$ cat config.mk
export PLATFORM = sky130hd
export DESIGN_NAME = debounced_code_lock
export DESIGN_NICKNAME = d
export VERILOG_FILES = /design/src/rtl/debounced_code_lock.sv
export SDC_FILE = /design/constraint.sdc
export NUM_CORES = 1
export LEC_CHECK = 0
export ABC_CLOCK_PERIOD_IN_PS = 3220
export CAP_MARGIN = 20
export CORE_UTILIZATION = 57
export DETAILED_ROUTE_END_ITERATION = 7
export PLACE_DENSITY = 0.81
export RECOVER_POWER = 50
export REMOVE_ABC_BUFFERS = 1
export SETUP_SLACK_MARGIN = 0.2
export SYNTH_ARGS = -nofsm -noshare
export SYNTH_HDL_FRONTEND = slang
export SYNTH_SLANG_ARGS = --single-unit
$ cat constraint.sdc
create_clock -name clk -period 3.22 [get_ports clk]
set_input_delay 0.805 -clock clk [delete_from_list [all_inputs] [get_ports clk]]
set_output_delay 0.805 -clock clk [all_outputs]
set_load 0.05 [all_outputs]
$ cat src/rtl/debounced_code_lock.sv
// debounced_code_lock
// Shift-register debouncer with hysteresis feeding a sequence-compare lock.
// Each clean press samples code_in against the next CODE_SEQ entry; a full
// correct sequence opens the lock for OPEN_CYCLES, and MAX_FAILS consecutive
// mismatches force a LOCKOUT_CYCLES lockout.
//
// Handshake: there is none. step_in is a raw level and code_in is a plain
// level. code_in is sampled only on the clock edge where a debounced press
// event fires (shift register just became all-ones while the debounced level
// was still low), so it must be stable around that edge.
module debounced_code_lock #(
  parameter int                            DEBOUNCE_LEN   = 4,
  parameter int                            CODE_W         = 6,
  parameter int                            NUM_STEPS      = 4,
  parameter logic [NUM_STEPS*CODE_W-1:0]   CODE_SEQ       = 24'h03F285,
  parameter int                            MAX_FAILS      = 3,
  parameter int                            TIMER_W        = 16,
  parameter int                            OPEN_CYCLES    = 8,
  parameter int                            LOCKOUT_CYCLES = 16
) (
  input  logic                          clk,
  input  logic                          rst_n,
  input  logic                          step_in,
  input  logic [CODE_W-1:0]             code_in,
  output logic                          unlocked,
  output logic                          lockout,
  output logic [$clog2(NUM_STEPS)-1:0]  step_idx,
  output logic [$clog2(MAX_FAILS)-1:0]  fail_cnt,
  output logic                          deb_level,
  output logic                          err_pulse
);

  localparam int IDX_W  = $clog2(NUM_STEPS);
  localparam int FAIL_W = $clog2(MAX_FAILS);

  localparam logic [IDX_W-1:0]   LAST_IDX  = IDX_W'(NUM_STEPS - 1);
  localparam logic [FAIL_W-1:0]  LAST_FAIL = FAIL_W'(MAX_FAILS - 1);
  localparam logic [TIMER_W-1:0] OPEN_LOAD = TIMER_W'(OPEN_CYCLES - 1);
  localparam logic [TIMER_W-1:0] LOCK_LOAD = TIMER_W'(LOCKOUT_CYCLES - 1);

  typedef enum logic [1:0] {
    S_ARMED   = 2'd0,
    S_OPEN    = 2'd1,
    S_LOCKOUT = 2'd2
  } state_e;

  logic [DEBOUNCE_LEN-1:0] sr_q, sr_d;
  logic                    deb_q, deb_d;
  state_e                  state_q, state_d;
  logic [IDX_W-1:0]        idx_q, idx_d;
  logic [FAIL_W-1:0]       fail_q, fail_d;
  logic [TIMER_W-1:0]      timer_q, timer_d;
  logic                    err_q, err_d;

  logic                    sr_all_ones;
  logic                    sr_all_zeros;
  logic                    step_evt;
  logic                    code_match;
  logic [CODE_W-1:0]       seq_tbl [NUM_STEPS];

  // Unpack the flat code sequence into a per-step lookup table.
  for (genvar g = 0; g < NUM_STEPS; g++) begin : g_seq
    assign seq_tbl[g] = CODE_SEQ[g*CODE_W +: CODE_W];
  end

  assign sr_all_ones  = &sr_q;
  assign sr_all_zeros = ~|sr_q;
  // A press is recognised on the edge that raises the debounced level.
  assign step_evt     = sr_all_ones & ~deb_q;
  assign code_match   = (code_in == seq_tbl[idx_q]);

  // Debouncer next state: shift in the raw input, level changes only on a
  // full run of ones or zeros, otherwise it holds.
  always_comb begin
    sr_d  = {sr_q[DEBOUNCE_LEN-2:0], step_in};
    deb_d = deb_q;
    if (sr_all_ones) begin
      deb_d = 1'b1;
    end else if (sr_all_zeros) begin
      deb_d = 1'b0;
    end
  end

  // Debouncer registers; they run in every lock state.
  always_ff @(posedge clk or negedge rst_n) begin
    if (!rst_n) begin
      sr_q  <= '0;
      deb_q <= 1'b0;
    end else begin
      sr_q  <= sr_d;
      deb_q <= deb_d;
    end
  end

  // Lock FSM next state: compare on press events, run the open/lockout timer.
  always_comb begin
    state_d = state_q;
    idx_d   = idx_q;
    fail_d  = fail_q;
    timer_d = timer_q;
    err_d   = 1'b0;
    case (state_q)
      S_ARMED: begin
        if (step_evt) begin
          if (code_match) begin
            if (idx_q == LAST_IDX) begin
              state_d = S_OPEN;
              idx_d   = '0;
              fail_d  = '0;
              timer_d = OPEN_LOAD;
            end else begin
              idx_d = idx_q + IDX_W'(1);
            end
          end else begin
            idx_d = '0;
            err_d = 1'b1;
            if (fail_q == LAST_FAIL) begin
              state_d = S_LOCKOUT;
              fail_d  = '0;
              timer_d = LOCK_LOAD;
            end else begin
              fail_d = fail_q + FAIL_W'(1);
            end
          end
        end
      end
      S_OPEN: begin
        // Any press while open relocks at once; the press is not compared.
        if (step_evt) begin
          state_d = S_ARMED;
          timer_d = '0;
        end else if (timer_q == '0) begin
          state_d = S_ARMED;
        end else begin
          timer_d = timer_q - TIMER_W'(1);
        end
      end
      S_LOCKOUT: begin
        // Presses are swallowed during lockout.
        if (timer_q == '0) begin
          state_d = S_ARMED;
        end else begin
          timer_d = timer_q - TIMER_W'(1);
        end
      end
      default: begin
        state_d = S_ARMED;
        idx_d   = '0;
        fail_d  = '0;
        timer_d = '0;
      end
    endcase
  end

  // Lock FSM registers.
  always_ff @(posedge clk or negedge rst_n) begin
    if (!rst_n) begin
      state_q <= S_ARMED;
      idx_q   <= '0;
      fail_q  <= '0;
      timer_q <= '0;
      err_q   <= 1'b0;
    end else begin
      state_q <= state_d;
      idx_q   <= idx_d;
      fail_q  <= fail_d;
      timer_q <= timer_d;
      err_q   <= err_d;
    end
  end

  assign unlocked  = (state_q == S_OPEN);
  assign lockout   = (state_q == S_LOCKOUT);
  assign step_idx  = idx_q;
  assign fail_cnt  = fail_q;
  assign deb_level = deb_q;
  assign err_pulse = err_q;

endmodule
==> metrics.md <==
| Metric | Value |
|---|---|
| Worst reg-to-reg setup slack | approximately 0.64 ns |
| Pleak | ~0.86 nW |
| Final hold violation count | 0 |
| Clk sinks | 28 |
| Fin Clk Skew | a little under 0.005 ns |
| Crit end category | primary output |
| CP max stage delay | between 0.8 and 0.9 ns |
| Post-DP HPWL | about 2.8 mm |
| Cell Chain, Critical Path | inv_1, ha_1, clkdlybuf4s50_1 |
| CP Max Fanout | 3 |
| Final Setup Violations | 0 |
| Yosys top cell by area | dfrtp_1 |
| Crit Path Category | flip-flop to primary output |
| Avg Vias per Cell | slightly above 6 |
| Final Cell Area | between 2000 and 2500 µm² |
| Pwr per Cell Area | 795.0 nW/µm² |
| Post-Synthesis Cells | between 200 and 250 |
| Critical Path Sink | lockout |
| Die W | 58.54 µm |
| Synthesized cell area | roughly 1800 µm² |
| GPL Wtd Cong | roughly 0.84 |
| Number of cell rows | 20 |
| #FFs+latches synth | 28 |
| DRC errors left | 0 |
| 1st-pass router iterations | 4 |
| Reg2reg path depth | 9 |
| Vias in the first global route | 1480 |
| Dpl cell area | slightly above 2000 µm² |
| FF-to-FF End | timer_q[3] |
| Power, Total | between 1.5 and 2 mW |
| Fin. max-slew vios | 29 |
| Root Buffer Master | clkbuf_4 |
| Global-route wire length before repair | ~6.7 mm |
| Hold-fix buffers, CTS | 0 |
| Area share of the largest cell type after synthesis | between 30% and 40% |
| Critical path startpoint | state_q[0] |
| Status | complete, but fails checks |
| Placement Setup Slack | between 0.2 and 0.25 ns |
| Worst endpoint data arrival time | approximately 1.9 ns |
| Register area share after synthesis | about two fifths |
| Slew @ Worst Pin | between 1.5 and 2 ns |
| Num CTS Buffers | 3 |
| Fmax | around 370 MHz |
| Clk_lat worst skew | roughly 0.33 ns |
| Setup TNS | 0 ns |
| Asr flop ratio synth | 100.0% |
| Max transition margin | -4.083% |
| GR Overflow Total | 0 |
| Fillers | between 200 and 300 |
| Core area | ~3000 µm² |
| Post-CTS resize count | 0 |
| Drt wl/cell | between 15 and 20 µm |
| Period utilization | 83.15% |
| Setup Buffers After CTS | 0 |
| Main synth FF type | dfrtp_1 |
| CTS Buffer Depth | 2 |
| Critical-path top delay cell | clkdlybuf4s50_1 |
| Chip height | about 60 µm |
| Tot GR Track Use | between 20% and 30% |
| Top Ports | 17 |
| Syn avg cell area | roughly 9 µm² |
| CTS H-tree depth | 1 |
| CTS tree | built |
| Setup ws final | about 0.54 ns |
| Critical R2R Launch | step_idx[0] |
| Main area contributors after synthesis | dfrtp_1, ha_1, a21oi_1, o21ai_0, inv_1 |
| Min Clock Period, post-route | 2.677 ns |
| Synth Warn # | 0 |
| Peak supply drop | 0.4996 mV |
| Share of cells above drive strength 1 | under 10% |
| RSZ-0062 raised after global routing | false |
| Number of diodes | 0 |
| CP required | between 2 and 2.5 ns |
| Failing checks | capacitance limit, slew limit |
| Starting Density | between 50% and 60% |
| Drt initial violations | 75 |
| Via count | between 1500 and 2000 |
| Clock-pin slew on the worst setup and hold paths | roughly 0.15 ns |
| Largest net degree at the start of global routing | 29 |
| # Max-Cap Violations | 1 |
| Hold Path Class | flip-flop to flip-flop |
| ANT nets after route | 0 |
| Setup crit start kind | flip-flop |
| Final wirelength | 3.957 mm |
| Synth cell types | 53 |
| Area growth syn-to-layout | 12.23% |
| Initial antenna violation count | 0 |
| Final-stage net count | roughly 230 |
| DIE AREA | between 3000 and 4000 µm² |
| Final Core Density | approximately two thirds |
| Port buffer count | 16 |
| EDFF count, synth | 0 |
## cell usage after synthesis (all sizes together), types with 3 or more instances
master / count
nand2b: 7
a21oi: 13
nor2: 14
nand2: 9
inv: 14
or2: 3
and3: 3
o21ai: 14
or3: 3
a31oi: 4
nand3: 7
nand4: 5
clkbuf: 8
nor3: 9
o22ai: 7
dfrtp: 28
o2bb2ai: 5
a22o: 3
a21o: 4
ha: 9
nor4: 4
## cell families after synthesis
kind of cell | after synthesis | synth area share, %
AO/OA/AOI/OAI | 64 | 25.00
flip-flops | 28 | 38.46
adder cells (fa/ha/maj) | 9 | 6.181
AND/OR/NAND/NOR | 75 | 23.70
multiplexers | 2 | 1.168
buffers and inverters | 24 | 5.494
## worst min path at each step
| stage | from | end | slack, ns | depth (start not counted) |
|---|---|---|---|---|
| 6_report | sr_q[0] | sr_q[1] | 0.41 | 0 |
| 5_1_grt | sr_q[2] | sr_q[3] | 0.43 | 0 |
| 4_1_cts | sr_q[0] | sr_q[1] | 0.41 | 0 |
| 3_5_place_dp | sr_q[0] | sr_q[1] | 0.38 | 0 |
| 3_3_place_gp | sr_q[0] | sr_q[1] | 0.37 | 0 |
| 2_1_floorplan | sr_q[0] | sr_q[1] | 0.37 | 0 |
## through the flow
stage,hold WS (ns),cells
floorplan,0.3664,192
global placement,0.3741,255
detailed placement,0.3769,255
CTS,0.4099,259
global route,0.4296,259
finish,0.4088,259
## power by group
part           internal [mW]  switching, mW
Combinational          0.344          0.545
Clock                 0.0693          0.107
Sequential             0.452          0.108
## per-layer routing
metal  track usage, %  part of all wire (%)  wire length [µm]
met1            36.73                    49              1927
met2            39.90                    47              1846
met3            2.857                   3.6               142
met4            7.823                   1.0                40
met5                0                     0                 0
## layout by cell type, fill, tap and decap left out, drive strengths merged, types with 3 or more instances in the layout
cell type,n
a21oi,13
dfrtp,28
or2,3
nand3,7
nor2,14
inv,14
ha,9
or3,3
o22ai,7
o2bb2ai,5
and3,3
clkbuf,5
nand2b,7
clkdlybuf4s50,14
a31oi,4
nor4,4
a22o,3
a21o,4
nor3,9
nand4,5
o21ai,14
nand2,9
## area by class of cell
class,count,area (µm²),share of cell area [%]
well taps,44,55.05,2.693
repair buffers,19,178.9,8.752
flip-flops and latches,28,700.7,34.27
multi-input cells,150,1021,49.94
clock buffers,4,36.28,1.775
inverters,14,52.55,2.570
## flip-flops by register name, summed over array words and instances (netlist names)
signal and cells:
deb_level 1, sr_q 4, timer_q 16, fail_cnt 2, step_idx 2, state_q 2
err_pulse 1
## critical path: cells and delay by family (launching register included)
kind	cells	cell delay [ns]
flops	1	0.43
buf+inv	2	0.91
fa+ha+maj	1	0.19
Power figures use the tool's default switching activity.
